<file path="src/rtl/pcie_msg_pkg.sv">
// Shared types and constants for the PCIe message transmitter: FSM states,
// fragment header layout and the AXI encodings it drives.
package pcie_msg_pkg;

    typedef enum logic [2:0] {
        ST_IDLE,
        ST_AW,
        ST_HDR,
        ST_DATA,
        ST_RESP,
        ST_DONE
    } tx_state_e;

    localparam int HDR_VER_LSB    = 0;
    localparam int HDR_VER_W      = 4;
    localparam int HDR_TAG_LSB    = 4;
    localparam int HDR_TAG_W      = 4;
    localparam int HDR_SOM_BIT    = 8;
    localparam int HDR_EOM_BIT    = 9;
    localparam int HDR_SEQ_LSB    = 10;
    localparam int HDR_SEQ_W      = 6;
    localparam int HDR_NBEATS_LSB = 16;
    localparam int HDR_NBEATS_W   = 12;
    localparam int HDR_TOTLEN_LSB = 28;
    localparam int HDR_TOTLEN_W   = 12;

    localparam logic [2:0] AXI_SIZE_32B   = 3'b101;
    localparam logic [1:0] AXI_BURST_INCR = 2'b01;
    localparam logic [1:0] AXI_RESP_OKAY  = 2'b00;

    function automatic logic [127:0] build_hdr(
        input logic [HDR_VER_W-1:0]    ver,
        input logic [HDR_TAG_W-1:0]    tag,
        input logic                    som,
        input logic                    eom,
        input logic [HDR_SEQ_W-1:0]    seq,
        input logic [HDR_NBEATS_W-1:0] nbeats,
        input logic [HDR_TOTLEN_W-1:0] totlen
    );
        logic [127:0] h;
        h = '0;
        h[HDR_VER_LSB    +: HDR_VER_W]    = ver;
        h[HDR_TAG_LSB    +: HDR_TAG_W]    = tag;
        h[HDR_SOM_BIT]                    = som;
        h[HDR_EOM_BIT]                    = eom;
        h[HDR_SEQ_LSB    +: HDR_SEQ_W]    = seq;
        h[HDR_NBEATS_LSB +: HDR_NBEATS_W] = nbeats;
        h[HDR_TOTLEN_LSB +: HDR_TOTLEN_W] = totlen;
        return h;
    endfunction

endpackage

</file>
<file path="src/rtl/pcie_tx_beat_fifo.sv">
// Two-entry beat FIFO between the SRAM read port and the AXI W channel.
module pcie_tx_beat_fifo #(
    parameter int W = 256
) (
    input  logic         clk,
    input  logic         rst_n,
    input  logic         push_i,
    input  logic [W-1:0] wdata_i,
    input  logic         pop_i,
    output logic [W-1:0] rdata_o,
    output logic         full_o,
    output logic         empty_o
);

    logic [1:0][W-1:0] mem_q;
    logic              wptr_q, rptr_q;
    logic [1:0]        cnt_q;
    logic              do_push, do_pop;

    assign full_o  = (cnt_q == 2'd2);
    assign empty_o = (cnt_q == 2'd0);
    assign do_push = push_i && !full_o;
    assign do_pop  = pop_i && !empty_o;
    assign rdata_o = mem_q[rptr_q];

    always_ff @(posedge clk or negedge rst_n) begin
        if (!rst_n) begin
            mem_q  <= '0;
            wptr_q <= 1'b0;
            rptr_q <= 1'b0;
            cnt_q  <= 2'd0;
        end else begin
            if (do_push) begin
                mem_q[wptr_q] <= wdata_i;
                wptr_q        <= ~wptr_q;
            end
            if (do_pop)
                rptr_q <= ~rptr_q;
            case ({do_push, do_pop})
                2'b10:   cnt_q <= cnt_q + 2'd1;
                2'b01:   cnt_q <= cnt_q - 2'd1;
                default: cnt_q <= cnt_q;
            endcase
        end
    end

endmodule

</file>
<file path="src/rtl/pcie_msg_transmitter.sv">
// Reads a message from SRAM, splits it into fragments and sends each one as
// an AXI INCR burst led by a 128-bit header beat; one burst outstanding.
module pcie_msg_transmitter
    import pcie_msg_pkg::*;
#(
    parameter logic [3:0] HDR_VERSION    = 4'h1,
    parameter int         MAX_FRAG_BEATS = 15
) (
    input  logic         clk,
    input  logic         rst_n,
    input  logic         i_tx_start,
    input  logic [9:0]   i_tx_saddr,
    input  logic [11:0]  i_tx_len,
    input  logic [3:0]   i_tx_tag,
    input  logic [63:0]  i_tx_dest,
    output logic         o_tx_busy,
    output logic         o_tx_done,
    output logic         o_tx_err,
    output logic         o_sram_ren,
    output logic [9:0]   o_sram_raddr,
    input  logic [255:0] i_sram_rdata,
    output logic [63:0]  O_AWADDR,
    output logic [7:0]   O_AWLEN,
    output logic [2:0]   O_AWSIZE,
    output logic [1:0]   O_AWBURST,
    output logic [6:0]   O_AWID,
    output logic [63:0]  O_AWUSER,
    output logic         O_AWVALID,
    input  logic         I_AWREADY,
    output logic [255:0] O_WDATA,
    output logic [31:0]  O_WSTRB,
    output logic         O_WLAST,
    output logic         O_WVALID,
    input  logic         I_WREADY,
    input  logic [1:0]   I_BRESP,
    input  logic         I_BVALID,
    output logic         O_BREADY
);

    function automatic logic [7:0] frag_of(input logic [11:0] rem);
        return (rem > 12'(MAX_FRAG_BEATS)) ? 8'(MAX_FRAG_BEATS) : rem[7:0];
    endfunction

    tx_state_e    state_q, state_d;
    logic [9:0]   raddr_q, raddr_d;
    logic [11:0]  rem_q, rem_d;       // payload beats left after the current fragment
    logic [7:0]   fragn_q, fragn_d;
    logic [11:0]  fragk_q, fragk_d;
    logic [7:0]   rdleft_q, rdleft_d;
    logic [7:0]   wbeat_q, wbeat_d;
    logic         err_q, err_d;
    logic         rvld_q;
    logic [11:0]  len_q;
    logic [3:0]   tag_q;
    logic [63:0]  dest_q;
    logic         accept;

    logic         fifo_full, fifo_empty, fifo_pop, rd_en, last_beat;
    logic [255:0] fifo_rdata;
    logic [1:0]   occ;
    logic [127:0] hdr;

    pcie_tx_beat_fifo #(.W(256)) u_fifo (
        .clk     (clk),
        .rst_n   (rst_n),
        .push_i  (rvld_q),
        .wdata_i (i_sram_rdata),
        .pop_i   (fifo_pop),
        .rdata_o (fifo_rdata),
        .full_o  (fifo_full),
        .empty_o (fifo_empty)
    );

    // Reads in flight count against FIFO space so a returning beat always fits.
    assign occ   = fifo_full ? 2'd2 : (fifo_empty ? 2'd0 : 2'd1);
    assign rd_en = (state_q == ST_HDR || state_q == ST_DATA) && (rdleft_q != 8'd0) &&
                   (({1'b0, occ} + {2'b0, rvld_q}) < 3'd2);

    assign fifo_pop  = (state_q == ST_DATA) && !fifo_empty && I_WREADY;
    assign last_beat = (wbeat_q == fragn_q - 8'd1);
    assign hdr = build_hdr(HDR_VERSION, tag_q, fragk_q == 12'd0, rem_q == 12'd0,
                           fragk_q[5:0], {4'b0, fragn_q}, len_q);

    assign O_AWADDR     = dest_q;
    assign O_AWLEN      = fragn_q;
    assign O_AWSIZE     = AXI_SIZE_32B;
    assign O_AWBURST    = AXI_BURST_INCR;
    assign O_AWID       = '0;
    assign O_AWUSER     = '0;
    assign O_WSTRB      = O_WVALID ? '1 : '0;
    assign o_sram_ren   = rd_en;
    assign o_sram_raddr = raddr_q;
    assign o_tx_busy    = (state_q != ST_IDLE) && (state_q != ST_DONE);
    assign o_tx_done    = (state_q == ST_DONE);
    assign o_tx_err     = (state_q == ST_DONE) && err_q;

    always_ff @(posedge clk or negedge rst_n) begin
        if (!rst_n) begin
            state_q  <= ST_IDLE;
            raddr_q  <= '0;
            rem_q    <= '0;
            fragn_q  <= '0;
            fragk_q  <= '0;
            rdleft_q <= '0;
            wbeat_q  <= '0;
            err_q    <= 1'b0;
            rvld_q   <= 1'b0;
            len_q    <= '0;
            tag_q    <= '0;
            dest_q   <= '0;
        end else begin
            state_q  <= state_d;
            raddr_q  <= raddr_d;
            rem_q    <= rem_d;
            fragn_q  <= fragn_d;
            fragk_q  <= fragk_d;
            rdleft_q <= rdleft_d;
            wbeat_q  <= wbeat_d;
            err_q    <= err_d;
            rvld_q   <= rd_en;
            if (accept) begin
                len_q  <= i_tx_len;
                tag_q  <= i_tx_tag;
                dest_q <= i_tx_dest;
            end
        end
    end

    always_comb begin
        state_d   = state_q;
        raddr_d   = raddr_q;
        rem_d     = rem_q;
        fragn_d   = fragn_q;
        fragk_d   = fragk_q;
        rdleft_d  = rdleft_q;
        wbeat_d   = wbeat_q;
        err_d     = err_q;
        accept    = 1'b0;
        O_AWVALID = 1'b0;
        O_WVALID  = 1'b0;
        O_WDATA   = '0;
        O_WLAST   = 1'b0;
        O_BREADY  = 1'b0;

        case (state_q)
            ST_IDLE: begin
                if (i_tx_start) begin
                    if (i_tx_len == 12'd0) begin
                        state_d = ST_DONE;
                        err_d   = 1'b1;
                    end else begin
                        accept  = 1'b1;
                        state_d = ST_AW;
                        raddr_d = i_tx_saddr;
                        fragn_d = frag_of(i_tx_len);
                        rem_d   = i_tx_len - {4'b0, frag_of(i_tx_len)};
                        fragk_d = '0;
                        err_d   = 1'b0;
                    end
                end
            end
            ST_AW: begin
                O_AWVALID = 1'b1;
                if (I_AWREADY) begin
                    state_d  = ST_HDR;
                    rdleft_d = fragn_q;
                    wbeat_d  = '0;
                end
            end
            ST_HDR: begin
                O_WVALID = 1'b1;
                O_WDATA  = {128'b0, hdr};
                if (I_WREADY)
                    state_d = ST_DATA;
            end
            ST_DATA: begin
                O_WVALID = !fifo_empty;
                O_WDATA  = fifo_empty ? '0 : fifo_rdata;
                O_WLAST  = !fifo_empty && last_beat;
                if (fifo_pop) begin
                    wbeat_d = wbeat_q + 8'd1;
                    if (last_beat)
                        state_d = ST_RESP;
                end
            end
            ST_RESP: begin
                O_BREADY = 1'b1;
                if (I_BVALID) begin
                    if (I_BRESP != AXI_RESP_OKAY)
                        err_d = 1'b1;
                    if (rem_q != 12'd0) begin
                        state_d = ST_AW;
                        fragn_d = frag_of(rem_q);
                        rem_d   = rem_q - {4'b0, frag_of(rem_q)};
                        fragk_d = fragk_q + 12'd1;
                    end else begin
                        state_d = ST_DONE;
                    end
                end
            end
            ST_DONE: begin
                state_d = ST_IDLE;
                err_d   = 1'b0;
            end
            default: state_d = ST_IDLE;
        endcase

        if (rd_en) begin
            raddr_d  = raddr_q + 10'd1;
            rdleft_d = rdleft_q - 8'd1;
        end
    end

endmodule
</file>
<file path="config.mk">
export PLATFORM = sky130hd
export DESIGN_NAME = pcie_msg_transmitter
export DESIGN_NICKNAME = d
export VERILOG_FILES = /design/src/rtl/pcie_msg_pkg.sv /design/src/rtl/pcie_tx_beat_fifo.sv /design/src/rtl/pcie_msg_transmitter.sv
export SDC_FILE = /design/constraint.sdc
export NUM_CORES = 1
export LEC_CHECK = 0
export ABC_AREA = 1
export BUFFER_PORTS_ARGS = -buffer_cell sky130_fd_sc_hd__buf_4
export CAP_MARGIN = 5
export CORE_AREA = 3 3 313 315
export CTS_BUF_LIST = sky130_fd_sc_hd__clkbuf_8
export CTS_CLUSTER_SIZE = 10
export DETAILED_ROUTE_END_ITERATION = 6
export DIE_AREA = 0 0 316 318
export RECOVER_POWER = 25
export SYNTH_ARGS = -nofsm -noshare
export SYNTH_HDL_FRONTEND = slang
export SYNTH_SLANG_ARGS = --single-unit
export TNS_END_PERCENT = 5
</file>
<file path="constraint.sdc">
create_clock -name clk -period 3.49 [get_ports clk]
set_input_delay 0.1745 -clock clk [delete_from_list [all_inputs] [get_ports clk]]
set_output_delay 0.1745 -clock clk [all_outputs]
set_load 0.01 [all_outputs]
</file>
* After elaboration in Yosys (flattened, before gate mapping)
Cells that the tools add are included.
** Storage, ports and cells
- Bits of input ports :: 354
- Output and inout port bits :: 454
- Word-level logic and storage cells :: 150
- Register bits :: 659
** Cells by class
- Equal/unequal tests :: 20
- Order comparisons :: 6
- Bitwise operators :: 2
- $add $sub $neg :: 10
- Reduce and logical (&&, ||, !) cells :: 36
- Muxes and demuxes :: 59
** Operator list (number)
- 256-bit 2-to-1 mux :: 4
- 512-bit bitwise mux :: 1
- 256-bit case mux with 2 select lines :: 1
- 256-bit demux with 1-bit select :: 1
- 12-bit 2-to-1 mux :: 8
- 8-bit 2-to-1 mux :: 11
- 12-bit case mux with 2 select lines :: 2
- 10-bit 2-to-1 mux :: 4
- 12-bit logical NOT :: 3
- 32-bit 2-to-1 mux :: 1
- 8-bit case mux with 2 select lines :: 2
- 12-bit by 4-bit > comparator with 1-bit output (second input constant) :: 2
- 3-bit 2-to-1 mux :: 8
- 12-bit by 8-bit subtractor with 12-bit output :: 2
- 2-bit inequality test (second input constant) :: 9
- 2-bit nonzero test :: 8
- 8-bit by 1-bit subtractor with 8-bit output (second input constant) :: 2
- 3-bit case mux with 5 select lines :: 1
- 12-bit by 1-bit adder with 12-bit output (second input constant) :: 1
- 12-bit nonzero test :: 1
- 1-bit 2-to-1 mux :: 11
- 10-bit by 1-bit adder with 10-bit output (second input constant) :: 1
- 1-bit logical AND :: 10
- 8-bit by 1-bit adder with 8-bit output (second input constant) :: 1
- 30 further kinds :: 38

* Depth between registers and ports, before layout
Gate-level depths: netlist of run 1.
- Depth in word-level cells :: 8
- Gate-level depth with buffers :: 14
- Gate-level depth less buffers :: 14

* Hierarchy
From an unflattened synthesis of run 1, not the netlist that was laid out.
** Second synthesis, totals
- Cell total of the unflattened synthesis :: 4773
- Area total of the unflattened synthesis :: 35049.9 um2
** Modules (own cells, without submodules)
- pcie_tx_beat_fifo :: cells an instance 3132, area an instance 24676.2 um2, instances 1, seq. area each 12912.4 um2
- pcie_msg_transmitter :: cells an instance 1641, area an instance 10373.7 um2, instances 1, seq. area each 3578.4 um2

* Worst setup path after synthesis of run 1
Ideal clock, no wire load.
- Path kind :: reg2out
- Start :: reg u_fifo.cnt_q[0]
- End :: out O_WSTRB[0]
- Cell stages (with the launch flop) :: 8
- Setup slack :: 1201 ps
- Arrival time :: 2115 ps
- Buffers on the path :: 3
- Required time :: 3316 ps
- Path through :: dfrtp_1 nor2_1 nor2_8 inv_1 clkbuf_1 buf_2 nand2_1 buf_4
** Between the ends
- Longest elaborated chain between the ends :: 4
** RTL lines
- from (decl) :: RTL line pcie_tx_beat_fifo.sv:17 : logic [1:0] cnt_q;
- from (signal assigned) :: RTL line pcie_tx_beat_fifo.sv:40 : 2'b10: cnt_q <= cnt_q + 2'd1;
- from (signal assigned) :: RTL line pcie_tx_beat_fifo.sv:41 : 2'b01: cnt_q <= cnt_q - 2'd1;
- from (signal assigned) :: RTL line pcie_tx_beat_fifo.sv:42 : default: cnt_q <= cnt_q;
- 2-bit logical NOT :: RTL line pcie_tx_beat_fifo.sv:21 : assign empty_o = (cnt_q == 2'd0);
- 1-bit logical NOT :: RTL line pcie_msg_transmitter.sv:177 : O_WVALID = !fifo_empty;
- 1-bit case mux with 2 select lines :: RTL line pcie_msg_transmitter.sv:145 : case (state_q)
- net O_WVALID :: RTL line pcie_msg_transmitter.sv:33 : output logic O_WVALID,
- 32-bit 2-to-1 mux :: RTL line pcie_msg_transmitter.sv:90 : assign O_WSTRB = O_WVALID ? '1 : '0;
- to (decl) :: RTL line pcie_msg_transmitter.sv:31 : output logic [31:0] O_WSTRB,
The timed path passes the listed nets, and every way through them passes these cells.

* Worst setup path after layout of run 1
- Start :: reg u_fifo.rptr_q
- End :: out O_WDATA[9]
** Between the ends
- Longest elaborated chain between the ends :: 4
** RTL lines
- from (decl) :: RTL line pcie_tx_beat_fifo.sv:16 : logic wptr_q, rptr_q;
- from (signal assigned) :: RTL line pcie_tx_beat_fifo.sv:38 : rptr_q <= ~rptr_q;
- 256-bit 2-to-1 mux (not written as such) (2 in series) :: RTL line pcie_tx_beat_fifo.sv:24 : assign rdata_o = mem_q[rptr_q];
- 256-bit 2-to-1 mux :: RTL line pcie_msg_transmitter.sv:178 : O_WDATA = fifo_empty ? '0 : fifo_rdata;
- 256-bit case mux with 2 select lines :: RTL line pcie_msg_transmitter.sv:145
- to (decl) :: RTL line pcie_msg_transmitter.sv:30 : output logic [255:0] O_WDATA,
No other way between the ends. The select of a mux whose other input is x is not followed.

==> results of run 1 <==
-- worst paths after layout --
path | to | slack (ns)
max in group asynchronous | u_fifo.mem_q[370]$_DFFE_PN0P_ | 0.38
hold reg to reg | u_fifo.mem_q[223]$_DFFE_PN0P_ | 0.48
setup / recovery | O_WDATA[9] | 0.30
min in group asynchronous | u_fifo.mem_q[1]$_DFFE_PN0P_ | 0.95
setup reg to reg | err_q$_DFFE_PN0P_ | 0.56
hold / removal | O_AWADDR[15]$_DFFE_PN0P_ | 0.19
-- kinds of logic (layout without fill, tap and decap cells) --
family / Yosys count / count (layout) / synth area share
and+or+nand+nor: 1426 / 1426 / 0.182
AOI/OAI and AO/OA: 868 / 868 / 0.146
buffers and inverters: 697 / 1721 / 0.104
DFF: 659 / 659 / 0.532
muxes: 69 / 69 / 0.0250
xor gates and xnor gates: 25 / 25 / 0.00706
adders and majority gates: 10 / 10 / 0.00403
other: 2 / 87 / 0.000242
-- worst max-delay path, delay by kind of cell, from the launching register on --
| kind | cells | cell delay, ns |
|---|---|---|
| compound gates | 1 | 0.47 |
| flops | 1 | 0.69 |
| simple gates | 1 | 0.05 |
| buf+inv | 3 | 0.99 |
-- flip-flops by register name (all words and copies together) (netlist names), 2 cells and up --
register	count
u_fifo.mem_q	512
tag_q	4
O_AWLEN	8
O_AWADDR	64
fragk_q	12
u_fifo.cnt_q	2
o_sram_raddr	10
rem_q	12
rdleft_q	8
len_q	12
wbeat_q	8
state_q	3
-- final cells by class --
type                       count  area, um2
clock inverter                64        407
timing repair buffer        1159       9860
tap                         1265       1580
multi-input combinational   2474      11600
antenna                       11       27.5
sequential                   659      16500
inverter                     356       1350
fill                        9281      51900
clock buffer                 142       1950
-- Yosys cell counts, types with 9 or more instances --
cell type  count
clkbuf_1     149
a21oi_1      239
xor2_1        17
inv_1        347
nand4_1       10
nand2_1     1244
o21ai_1      168
nor3_1        19
o21ai_0      410
dfrtp_1      659
ha_1          10
inv_2          9
a22o_1        17
buf_6         13
nand3_1       56
nor2_1        62
buf_2         57
mux2_2        10
buf_4        120
mux2_1        58
-- layer usage --
metal | global-route usage | wire length [um] | up-vias
met5 | 0 | 0 | -
met4 | 0.0578 | 2520 | 0
met3 | 0.0479 | 7550 | 144
met2 | 0.344 | 51000 | 1010
met1 | 0.249 | 42300 | 13400
li1 | - | - | 13800
-- metrics by stage --
step | area, um2 | instances
after global routing | 43300 | 6129
final | 43300 | 6130
after floorplan | 31300 | 3830
after CTS | 43300 | 6119
after global placement | 37400 | 5557
after detailed placement | 37400 | 5557
-- cells in the final DEF (no fill, tap or decap), types with 4 or more instances in the layout --
cell / netlist / routed
buf_12: 0 / 24
nor3_1: 19 / 19
nor4_1: 7 / 7
inv_1: 347 / 381
nand3_1: 56 / 55
nor2_1: 62 / 62
o22ai_1: 4 / 4
clkbuf_8: 0 / 142
mux2_2: 10 / 10
clkinv_2: 0 / 18
clkbuf_1: 149 / 4
o31ai_1: 8 / 8
dlygate4sd3_1: 0 / 355
diode_2: 0 / 11
ha_1: 10 / 10
o221ai_1: 7 / 7
nor2_4: 7 / 7
o21ai_0: 410 / 410
a21oi_1: 239 / 239
dfrtp_1: 659 / 658
mux2_1: 58 / 58
a22o_1: 17 / 17
xnor2_1: 8 / 8
nor2_2: 5 / 5
conb_1: 2 / 76
buf_4: 120 / 769
nand2_1: 1244 / 1244
inv_8: 0 / 6
xor2_1: 17 / 17
bufinv_16: 0 / 4
nand2_2: 8 / 8
nand4_1: 10 / 10
inv_2: 9 / 9
clkbuf_2: 0 / 4
o21ai_1: 168 / 168
-- power by group through the flow --
stage / sequential, mW / clock [mW] / combinational [mW]
detailed placement: 13.7 / 0 / 14.4
floorplan: 13.2 / 0 / 9.29
CTS: 13.6 / 7.54 / 14.8
global route: 14.1 / 7.87 / 16.5
finish: 13.6 / 7.29 / 14.7
global placement: 13.6 / 0 / 14.3
==> impl_metrics.toml, run 1 <==
[status]
violations = "capacitance limit, slew limit"
status = "finished, violations left"

[global_route]
gr-usage-all-layers = 0.200
first_global_vias = 27900
grt_max_degree = 150
overflow = 0
grt_pass1_wl_mm = 160
antenna_found_initial = 12

[min_path]
min_path_type = "in -> reg"
hp-start = "i_tx_dest[15]"
hold_depth = 3

[pwr]
combPwrFrac = 0.412
powerDensity_mw_per_mm2 = 823
ir_drop_mv = 0.525
switching_power_mw = 14.3
internal-power_mw = 21.3
power_frac_clock = 0.205
power_mw = 35.6
p_leak_nw = 22.1
switching_share = 0.401
seqPwrFrac = 0.383

[place]
routabilityCongestion = 0.886
port_buffers = 731
hpwlAfterDp_mm = 70.0
dpl_worst_slack_ns = 1.02

[setup_path]
worst_setup_path_start_kind = "flip-flop"
arrival_ns = 3.01
worstSetupPathType = "reg -> out"
timing.critical_path.slowest_stage_cell = "dfrtp_4"
r2r_start = "state_q[0]$_DFFE_PN0P_"
critical_path.startpoint = "u_fifo.rptr_q$_DFFE_PN0P_"
cp-end-kind = "output port"
crit_required_ns = 3.32
reg2reg_depth = 9
cp_max_fo = 66
crit_chain = "inv_8 > buf_12 > nor2_1 > o32ai_1 > buf_4"
critical-path-max-stage-delay_ns = 0.69

[sta]
fmax_mhz = 314
drv_slew = 45
worst_slack_ns = 0.304
min_period_over_period = 0.913
hold_violations = 0
setup_viol = 0
layout_min_cycle_time_ns = 3.19
final.setup.tns_ns = 0
whs_ns = 0.192
tightest_slew_ns = 1.65
skew_ns = 0.0553
rsz0062_at_grt = "no"
relSlewSlack = -0.0971

[logic_synthesis]
ys_warn_count = 0
avgSynthCellArea_um2 = 8.26
synth.distinct_cells = 47
yosysSeqAreaShare = 0.532
ys_top_cells_by_area = "dfrtp_1 (53%), nand2_1 (15%), o21ai_0 (6.6%), inv_1 (4.2%), a21oi_1 (3.9%)"
yosys_register_bits = 659
synth_top_cell_area_share = 0.532
syn-cell-area_mm2 = 0.0310
async_flop_share = 1.00
synth_edf_count = 0
synthCells = 3756
synth_top_flop_cell = "dfrtp_1"
yosys.area.top_type = "dfrtp_1"

[finish]
final_util = 0.455
layout-drive-gt1-share = 0.211
area_delta_synth_final_pct = 39.5
layout.nets = 5130

[clock_tree]
clockBufferDepth = 3
ctsResizeCount = 0
cts_htree_levels = 3
cts_tree = "done"
cts_hold_buf = 356
cts_root_buf = "clkbuf_8"
cts_buffers = 116
clk_latency_ns = 0.78
clock_sinks = 659
clk_pin_slew_ns = 0.06
cts_setup_buffers = 0

[drt]
drt_iter0_markers = 2244
routed_wl_mm = 103
drc = 0
ant_nets = 0
wl_per_cell_um = 16.9
viasPerCell = 4.63
vias = 28400
drt_pass1_iterations = 7

[job]
drv_cap = 1

[floorplan]
die_width_um = 316
start_util = 0.326
top_level_ports = 808
num_rows = 113
design.core.area_mm2 = 0.0952
die_area_mm2 = 0.100
die_y_um = 318
Power figures use the tool's default switching activity.
==> inputs of run 2 (changes only) <==
--- a/config.mk
+++ b/config.mk
@@ -8,11 +8,11 @@
 export ABC_AREA = 1
 export BUFFER_PORTS_ARGS = -buffer_cell sky130_fd_sc_hd__buf_4
 export CAP_MARGIN = 5
-export CORE_AREA = 3 3 313 315
+export CORE_AREA = 2 2 312 314
 export CTS_BUF_LIST = sky130_fd_sc_hd__clkbuf_8
 export CTS_CLUSTER_SIZE = 10
 export DETAILED_ROUTE_END_ITERATION = 6
-export DIE_AREA = 0 0 316 318
+export DIE_AREA = 0 0 314 316
 export RECOVER_POWER = 25
 export SYNTH_ARGS = -nofsm -noshare
 export SYNTH_HDL_FRONTEND = slang
==> impl_metrics.toml, run 2 (synthesis results as in run 1) <==
[clock_tree]
cts_root_buf = "clkbuf_8"
cts_hold_buf = 356
cts_htree_levels = 3
cts_buffers = 115
clk_pin_slew_ns = 0.06
cts_setup_buffers = 0
clock_sinks = 659
clk_latency_ns = 0.78
ctsResizeCount = 0
clockBufferDepth = 3
cts_tree = "done"

[global_route]
antenna_found_initial = 7
gr-usage-all-layers = 0.196
grt_pass1_wl_mm = 154
grt_max_degree = 132
first_global_vias = 27500
overflow = 0

[floorplan]
num_rows = 114
design.core.area_mm2 = 0.0960
die_y_um = 316
start_util = 0.323
die_area_mm2 = 0.0992
die_width_um = 314
top_level_ports = 808

[drt]
drt_iter0_markers = 2224
drc = 0
routed_wl_mm = 100
drt_pass1_iterations = 6
vias = 28200
viasPerCell = 4.60
ant_nets = 0
wl_per_cell_um = 16.4

[min_path]
min_path_type = "in -> reg"

[finish]
layout.nets = 5116
fillerInstances = 9400
largest-register = "u_fifo.mem_q"
final_common_cell = "nand2_1"
area_delta_synth_final_pct = 38.9
final_cell_area_mm2 = 0.0431
final_cell_mix = "nand2_1 (1245), buf_4 (729), dfrtp_1 (658)"
largest_reg_flops = 512
layout-drive-gt1-share = 0.203

[pwr]
switching_share = 0.404
internal-power_mw = 21.0
ir_drop_mv = 0.533
combPwrFrac = 0.408
switching_power_mw = 14.3
seqPwrFrac = 0.387
p_leak_nw = 22.0
power_frac_clock = 0.204
powerDensity_mw_per_mm2 = 818

[job]
drv_cap = 2

[setup_path]
crit_required_ns = 3.32
worstSetupPathType = "reg -> out"
worst_setup_path_start_kind = "flip-flop"
critical-path-max-stage-delay_ns = 0.68
cp_max_fo = 75
path_buf_inv = 3
arrival_ns = 3.00
timing.critical_path.slowest_stage_cell = "dfrtp_4"
cp-end-kind = "output port"
crit_chain = "inv_8 > buf_12 > nand2_1 > a21oi_1 > buf_4"
path_delay_family = "buffers and inverters"

[sta]
setup_viol = 0
tightest_slew_ns = 2.58
fmax_mhz = 315
skew_ns = 0.0386
layout_min_cycle_time_ns = 3.17
final.setup.tns_ns = 0
drv_slew = 119
hold_violations = 0
min_period_over_period = 0.908
rsz0062_at_grt = "no"
relSlewSlack = -0.722

[place]
hpwlAfterDp_mm = 67.2
dpl-instance-area_mm2 = 0.0373
port_buffers = 731
routabilityCongestion = 0.863

[status]
status = "finished, violations left"
violations = "capacitance limit, slew limit"
==> run 2: cell count changes in the layout (fill, tap and decap cells not counted), sizes merged <==
cell         delta
bufinv          -4
clkbuf         +33
clkinvlp        -1
inv             +9
buf            -40
clkinv          -5
diode           -5
dlygate4sd3     +1
==> run 2: final timing paths <==
path,start,to,slack [ns],cells past startpoint
worst max-delay path,u_fifo.rptr_q$_DFFE_PN0P_,O_WDATA[225],0.32,5
worst max register to register,u_fifo.cnt_q[0]$_DFFE_PN0P_,u_fifo.mem_q[475]$_DFFE_PN0P_,0.54,7
min in group asynchronous,rst_n,u_fifo.mem_q[367]$_DFFE_PN0P_,1.32,3
worst min-delay path,i_tx_dest[34],O_AWADDR[34]$_DFFE_PN0P_,0.18,3
max in group asynchronous,rst_n,O_AWADDR[55]$_DFFE_PN0P_,0.53,4
worst min register to register,u_fifo.mem_q[8]$_DFFE_PN0P_,u_fifo.mem_q[8]$_DFFE_PN0P_,0.48,2
==> run 2: routing by layer <==
layer / track usage / vias to the layer above / wire length, um
li1: - / 13800 / -
met1: 0.242 / 13300 / 41500
met2: 0.325 / 957 / 48000
met3: 0.0522 / 166 / 7470
met4: 0.0820 / 4 / 3350
met5: 0 / - / 27
==> run 2: power groups by stage <==
stage	logic [mW]	registers [mW]	clock network (mW)
after global routing	16.2	14.1	7.79
after detailed placement	14.3	13.7	0
after CTS	14.7	13.6	7.44
after global placement	14.1	13.6	0
final	14.4	13.7	7.20
after floorplan	9.29	13.2	0
==> run 2: layout make-up <==
cell class | count | area, um2 | area share
diodes | 6 | 15.0 | 0.000348
well taps | 1276 | 1600 | 0.0371
clock inverters | 63 | 317 | 0.00735
flip-flops and latches | 659 | 16500 | 0.383
repair buffers | 1146 | 9680 | 0.225
inverters | 356 | 1350 | 0.0314
multi-input cells | 2474 | 11600 | 0.269
clock buffers | 149 | 2050 | 0.0476
==> run 2: per-stage QoR <==
step / utilization / worst slack [ns] / hold WS, ns / power [mW] / cells
5_1_grt: 0.449 / 0.143 / 0.111 / 38.1 / 6128
4_1_cts: 0.450 / 0.195 / 0.0508 / 35.7 / 6123
3_3_place_gp: 0.388 / 1.08 / 0.295 / 27.7 / 5555
6_report: 0.449 / 0.320 / 0.177 / 35.2 / 6129
3_5_place_dp: 0.388 / 1.09 / 0.295 / 28.0 / 5555
2_1_floorplan: - / 1.20 / -0.121 / 22.5 / 3830
==> run 2: worst min-delay path, cell delays in order <==
cell           delay (ns)
dlygate4sd3_1        0.52
buf_4                0.10
mux2_1               0.10
